`src/rtl/seg7_scan_driver.sv`:
```
// Drives a 4-digit common-anode seven-segment display from an external digit select,
// with a dead-time blanking interval on every select change and optional leading-zero blanking.
module seg7_scan_driver #(
    parameter int DEAD_CYCLES = 4
) (
    input  logic        clk,
    input  logic        reset,
    input  logic [1:0]  sel,
    input  logic [15:0] value,
    input  logic [3:0]  dp_in,
    input  logic        load,
    input  logic        blank_lz,
    output logic [3:0]  an,
    output logic [6:0]  seg,
    output logic        dp,
    output logic        busy
);

    localparam int CW = (DEAD_CYCLES > 1) ? $clog2(DEAD_CYCLES) : 1;
    localparam logic [CW-1:0] CNT_LAST = CW'(DEAD_CYCLES - 1);

    typedef enum logic {
        BLANK,
        DRIVE
    } state_t;

    state_t         state;
    logic [CW-1:0]  cnt;
    logic [1:0]     sel_q;
    logic [15:0]    disp_q;
    logic [3:0]     dp_q;

    logic [3:0]     cur_digit;
    logic           lead_zero;
    logic [3:0]     drv_an;
    logic [6:0]     drv_seg;
    logic           drv_dp;

    function automatic logic [6:0] hex_to_seg(input logic [3:0] d);
        logic [6:0] s;
        case (d)
            4'h0:    s = 7'h40;
            4'h1:    s = 7'h79;
            4'h2:    s = 7'h24;
            4'h3:    s = 7'h30;
            4'h4:    s = 7'h19;
            4'h5:    s = 7'h12;
            4'h6:    s = 7'h02;
            4'h7:    s = 7'h78;
            4'h8:    s = 7'h00;
            4'h9:    s = 7'h10;
            4'hA:    s = 7'h08;
            4'hB:    s = 7'h03;
            4'hC:    s = 7'h46;
            4'hD:    s = 7'h21;
            4'hE:    s = 7'h06;
            default: s = 7'h0E;
        endcase
        return s;
    endfunction

    always_ff @(posedge clk or negedge reset) begin
        if (!reset) begin
            disp_q <= '0;
            dp_q   <= '0;
        end else if (load) begin
            disp_q <= value;
            dp_q   <= dp_in;
        end
    end

    // A digit counts as a leading zero when it and every more significant digit are zero.
    always_comb begin
        cur_digit = 4'h0;
        lead_zero = 1'b0;
        case (sel_q)
            2'd0: begin
                cur_digit = disp_q[3:0];
                lead_zero = 1'b0;
            end
            2'd1: begin
                cur_digit = disp_q[7:4];
                lead_zero = (disp_q[15:4] == 12'h000);
            end
            2'd2: begin
                cur_digit = disp_q[11:8];
                lead_zero = (disp_q[15:8] == 8'h00);
            end
            default: begin
                cur_digit = disp_q[15:12];
                lead_zero = (disp_q[15:12] == 4'h0);
            end
        endcase
    end

    always_comb begin
        drv_an        = 4'b1111;
        drv_an[sel_q] = 1'b0;
        drv_seg       = (blank_lz && lead_zero) ? 7'h7F : hex_to_seg(cur_digit);
        drv_dp        = ~dp_q[sel_q];
    end

    // Any select change forces the display dark and restarts the dead time, whatever the state.
    always_ff @(posedge clk or negedge reset) begin
        if (!reset) begin
            state <= BLANK;
            cnt   <= '0;
            sel_q <= 2'd0;
            an    <= 4'b1111;
            seg   <= 7'h7F;
            dp    <= 1'b1;
            busy  <= 1'b1;
        end else if (sel != sel_q) begin
            sel_q <= sel;
            state <= BLANK;
            cnt   <= '0;
            an    <= 4'b1111;
            seg   <= 7'h7F;
            dp    <= 1'b1;
            busy  <= 1'b1;
        end else begin
            case (state)
                BLANK: begin
                    if (cnt == CNT_LAST) begin
                        state <= DRIVE;
                        an    <= drv_an;
                        seg   <= drv_seg;
                        dp    <= drv_dp;
                        busy  <= 1'b0;
                    end else begin
                        cnt   <= cnt + 1'b1;
                        an    <= 4'b1111;
                        seg   <= 7'h7F;
                        dp    <= 1'b1;
                        busy  <= 1'b1;
                    end
                end
                default: begin
                    an    <= drv_an;
                    seg   <= drv_seg;
                    dp    <= drv_dp;
                    busy  <= 1'b0;
                end
            endcase
        end
    end

endmodule

```
`config.mk`:
```
export PLATFORM = sky130hd
export DESIGN_NAME = seg7_scan_driver
export DESIGN_NICKNAME = d
export VERILOG_FILES = /design/src/rtl/seg7_scan_driver.sv
export SDC_FILE = /design/constraint.sdc
export NUM_CORES = 1
export LEC_CHECK = 0
export BUFFER_PORTS_ARGS = -buffer_cell sky130_fd_sc_hd__buf_2
export CAP_MARGIN = 10
export CORE_UTILIZATION = 48
export CTS_BUF_LIST = sky130_fd_sc_hd__clkbuf_16
export CTS_CLUSTER_SIZE = 40
export DETAILED_ROUTE_END_ITERATION = 16
export PLACE_DENSITY = 0.74
export SLEW_MARGIN = 30
export SYNTH_ARGS = -nofsm -noshare
export SYNTH_HDL_FRONTEND = slang
export SYNTH_SLANG_ARGS = --single-unit
```
`constraint.sdc`:
```
create_clock -name clk -period 2.01 [get_ports clk]
set_input_delay 0.3015 -clock clk [delete_from_list [all_inputs] [get_ports clk]]
set_output_delay 0.3015 -clock clk [all_outputs]
set_load 0.03 [all_outputs]
```
-- Word level (Yosys, flattened, before mapping)
Memory sizes are Yosys's and may differ from the RTL's.
Index checks and enable logic that the tools add are counted.
- register bits: 38
- output and inout port bits: 13
- memories: 1
- bits of input ports: 26
- ROM bits: 112
- multiplexer cells: 25
- bitwise operators: 2
- $lt $le $gt $ge: 2
- equality and inequality tests: 6
- reduce and logical (&&, ||, !) cells: 7
- $add $sub $neg: 1
- memories (memory ; words ; width ; read ports ; clocked after Yosys merged registers in ; wr ports ; line ; source):
    (name not given) ; 16 ; 7 ; 1 ; 0 ; 0 ; 41 ; case (d)
- operator list (cell ; number):
    $mux W7 ; 4
    $logic_not A12 Y1 ; 1
    $mux W4 ; 3
    $pmux W4 S3 ; 1
    $mux W1 ; 11
    $logic_not A8 Y1 ; 1
    $mux W2 ; 3
    $eq A2 B2 Y1 const B ; 2
    $logic_not A4 Y1 ; 1
    $not A4 Y4 ; 1
    $lt A2 B3 Y1 const B ; 1
    $pmux W1 S3 ; 1
    $add A2 B1 Y2 const B ; 1
    $bmux W1 S2 ; 1
    $demux W1 S2 ; 1
    $eq A2 B1 Y1 const B ; 1
    $ge A2 B1 Y1 const B ; 1
    $logic_and A1 B1 Y1 ; 2
    $logic_not A2 Y1 ; 1
    $ne A2 B1 Y1 const B ; 1
    $ne A2 B2 Y1 ; 1
    $ne A2 B2 Y1 const B ; 1
    $reduce_and A2 Y1 ; 1
    $not A1 Y1 ; 1

-- Longest topological paths before layout
- word-level depth: 8
- gate-level depth with buffers: 9
- depth with buffers taken out: 7

-- Worst setup path before layout
Ideal clock, no wire load.
- kind: reg-to-reg
- from: reg sel_q[1]
- to: reg seg[0]
- setup slack: 0.004 ns
- cell stages (with the launch flop): 10
- clock period less this slack: 2.006 ns
- arrival: 1.915 ns
- library setup time: 0.091 ns
- required time: 1.919 ns
- cells stage by stage: dfrtp_1 -> buf_2 -> clkbuf_1 -> mux4_2 -> inv_1 -> ha_1 -> inv_1 -> a311oi_1 -> a21oi_1 -> o31ai_1
- longest elaborated chain between the ends: 7
- elaborated cells on any way between the ends: 12
- classes of those cells: 3 x eq/ne; 6 x mux; 2 x reduce/logical; 1 x memory
- ends and longest elaborated chain (what ; line ; source):
    start, declared ; 29 ; logic [1:0] sel_q;
    start signal, assigned ; 114 ; sel_q <= sel;
    $eq A2 B2 Y1, or another cell as far along ; 76 ; case (sel_q)
    $pmux W4 S3 / $pmux W1 S3 (equally long branches) ; 76 ;
    $mem_v2 Z16 W7 / $logic_and A1 B1 Y1 (equally long branches) ; - ;
    $mux W7 ; 99 ; drv_seg = (blank_lz && lead_zero) ? 7'h7F : hex_to_seg(cur_digit);
    $mux W7 ; 124 ; if (cnt == CNT_LAST) begin
    $mux W7 ; 122 ; case (state)
    $mux W7 * ; 113 ; end else if (sel != sel_q) begin
    end signal, assigned ; 127 ; seg <= drv_seg;
    end signal, assigned ; 140 ; seg <= drv_seg;
    end, declared ; 14 ; output logic [6:0] seg,
Mark *: on every way between the ends. The rest lies on a longest branch, timed or not.
A chain may end at the register's enable or synchronous reset.

-- Worst setup path in the final report
- from: reg sel_q[0]
- to: reg seg[1]
The elaborated chain is that of the path after synthesis.

==> summary.md <==
| Metric | Value |
|---|---|
| Outcome | `finished, final reports clean` |
| Deepest clock path buffer count | `2` |
| Hold Fails Final Rpt | `0` |
| Fin. max-slew vios | `0` |
| Post-Layout Cell Count | `236` |
| Router iterations before antenna repair | `4` |
| Placed insts | `221` |
| Clock power share | `36.5%` |
| Worst endpoint required time | `2220 ps` |
| Largest net degree at the start of global routing | `39` |
| CP arrival | `2190 ps` |
| Tmin final | `1990 ps` |
| Total Power | `1.97 mW` |
| Crit start category | `register` |
| Post-cts hold buffer count | `0` |
| Largest cells by area after synthesis | `dfrtp_1 33%, dfstp_2 18%, mux2_2 12%` |
| Synth Net Count | `174` |
| Setup CP Type | `reg -> reg` |
| Hold Path Class | `in -> async` |
| WL met2 | `1.90 mm` |
| Wirelength, routed | `3.78 mm` |
| Crit end category | `register` |
| Clk_skew | `4.16 ps` |
| Max Cap Viol | `0` |
| Metal3 WL | `197 um` |
| CP Cell Sequence | `mux4_2 > buf_4 > buf_4 > ha_1 > mux2_4 > o211ai_2` |
| Hold slack | `107 ps` |
| Synth async-reset ratio | `100%` |
| Worst slack, placed | `2.71 ps` |
| Syn. warnings | `0` |
| First-pass GRT wire length | `6.38 mm` |
| GRT Overall Usage | `21.0%` |
| Max incr delay on CP | `590 ps` |
| Main synth FF type | `dfrtp_1` |
| Synth Area per Inst | `13.5 sq um` |
| DRC | `0` |
| Syn Inst Count | `140` |
| Sequential share of power | `43.3%` |
| Placer Congestion | `0.910` |
| CP Buf/Inv Count | `2` |
| RSZ-0062 raised after global routing | `true` |
| Combinational share of power | `20.2%` |
| Post-synth top cells | `25 x dfrtp_1, 21 x mux2_2, 13 x dfstp_2` |
| Yosys top cell area share | `33.0%` |
| Sink Count | `38` |
| CP delay by family, top | `multiplexers` |
| Crit Path Max Fanout | `4` |
| Vias per cell | `5.35` |
| Die Height | `64.8 um` |
| CTS tree | `done` |
| Clk Latency, worst-skew pair | `280 ps` |
| Top Metal Used | `met4` |
| Largest area contributor in the netlist | `dfrtp_1` |
| #FFs+latches synth | `38` |
| PnR worst setup slack | `21.9 ps` |
| Leakage Power | `1.01 nW` |
| Met1 Wirelength | `1.59 mm` |
| Filler cells | `299` |
| Register-to-Register Setup Slack | `20 ps` |
| Worst path most repeated cell | `buf_4` |
| Standard-cell rows | `22` |
| Cell area after synthesis | `1890 sq um` |
| Layout net count | `221` |
| # diodes | `0` |
| Layout cells sized above 1 | `59.0%` |
| Area of the core | `3720 sq um` |
| Wire length per cell | `16.0 um` |
| DR vias | `1263` |
| Fmax achieved | `0.503 GHz` |
| Switch Pwr | `0.509 mW` |
| PwrDens | `843 nW/um^2` |
| # setup viols final | `0` |
| Total gr overflow | `0` |
| Number of port buffers | `38` |
| Initial antenna violation count | `0` |
| Final ANT Viol Nets | `0` |
| Actual slew at the worst max-slew pin | `796 ps` |
| Starting Density | `50.9%` |
| Int Pwr | `1.46 mW` |
| Vias in the first global route | `1333` |
| Die ar. | `4200 sq um` |
| Slew margin rel. | `46.9%` |
| Netlist cell types | `37` |
| Reg clk slew, reported paths | `50 ps` |
| Root Buffer | `clkbuf_16` |
| Num CTS Buffers | `5` |
| Initial detailed-routing violation count | `58` |
| I/O pin cnt | `39` |
| Hpwl dp | `2.67 mm` |
| Count leader, synth | `dfrtp_1` |
| Final Cycle Share | `98.9%` |
| Area growth syn-to-layout | `23.5%` |
| IR drop worst, VDD | `604 uV` |
| Crit-path slowest cell | `mux4_2` |
| Depth of the CTS H-tree | `2` |
| Post-synthesis sequential area ratio | `51.1%` |
| EDFF count, synth | `0` |
| Switching share of power | `25.8%` |
| Die W | `64.8 um` |
[cells by family after synthesis]
logic type / count (synthesis) / share of synthesized area, %
buf+inv: 14 / 3.83
xor+xnor: 5 / 2.71
compound gates: 13 / 5.68
fa+ha+maj: 8 / 5.29
simple gates: 28 / 7.93
mux: 34 / 23.5
flops: 38 / 51.1
[final timing paths]
check                           startpoint    endpoint  depth (start not counted)
worst min register to register   disp_q[1]   disp_q[1]                          1
worst min-delay path                 reset     dp_q[0]                          1
worst max register to register    sel_q[0]      seg[1]                          6
max in group asynchronous            reset  disp_q[14]                          1
min in group clk                    sel[1]    sel_q[1]                          1
worst max-delay path              sel_q[0]      seg[1]                          6
[flip-flops by register name, indices dropped and copies added, names as in the netlist]
name    count
disp_q     16
seg         7
an          4
dp_q        4
cnt         2
sel_q       2
busy        1
dp          1
state       1
[layout make-up]
class                           count  area (sq um)  share of cell area (%)
Sequential cell                    38           967                    41.4
Multi-Input combinational cell     88           882                    37.7
Timing Repair Buffer               49           273                    11.7
Clock buffer                        5           125                    5.35
Tap cell                           48          60.1                    2.57
Inverter                            5          18.8                   0.803
Clock inverter                      3          11.3                   0.482
[metal layers]
| metal | up-vias | global-route usage, % |
|---|---|---|
| li1 | 595 | - |
| met1 | 620 | 23.7 |
| met2 | 39 | 35.4 |
| met3 | 9 | 6.69 |
| met4 | 0 | 10.6 |
| met5 | - | 0 |
[repair_timing]
item / CTS / global route
pin swaps: 0 / 3
endpoints found under the setup margin: 1 / 2
gates cloned: 0 / 0
endpoints found under the hold margin: 0 / 0
resized for setup: 0 / 9
buffers inserted: 2 / 5
[power groups by stage]
stage / registers, mW / logic (mW) / clock network, mW
6_report: 0.854 / 0.397 / 0.719
5_1_grt: 0.861 / 0.428 / 0.774
4_1_cts: 0.854 / 0.351 / 0.733
3_5_place_dp: 0.867 / 0.340 / 0
3_3_place_gp: 0.862 / 0.318 / 0
2_1_floorplan: 0.854 / 0.254 / 0
[worst register-to-register path: cells and delay by family (launching register included)]
kind,cells,cell delay [ps]
buffers and inverters,2,290
adders and majority gates,1,210
muxes,2,860
AOI/OAI and AO/OA,1,140
DFF,1,420
[placed cells by master (no fill, tap or decap), drive strengths merged, types with 3 or more instances in the layout]
master / netlist / final
buf: 4 / 49
mux4: 3 / 3
nor3: 4 / 4
dfrtp: 25 / 25
a21oi: 3 / 3
mux2i: 6 / 6
dfstp: 13 / 13
nor2: 3 / 3
clkbuf: 5 / 5
nand3: 5 / 5
mux2: 25 / 25
inv: 5 / 8
ha: 8 / 8
nand2: 6 / 6
xnor2: 5 / 5
[per-stage QoR]
step                      TNS, ps  utilization (%)  area [sq um]
after floorplan                 0                -          1890
after global placement          0             57.0          2120
after detailed placement        0             57.0          2120
after CTS                       0             61.1          2270
after global routing         -126             62.9          2340
final                           0             62.9          2340
Note: power is estimated with default switching activity, not from simulation.
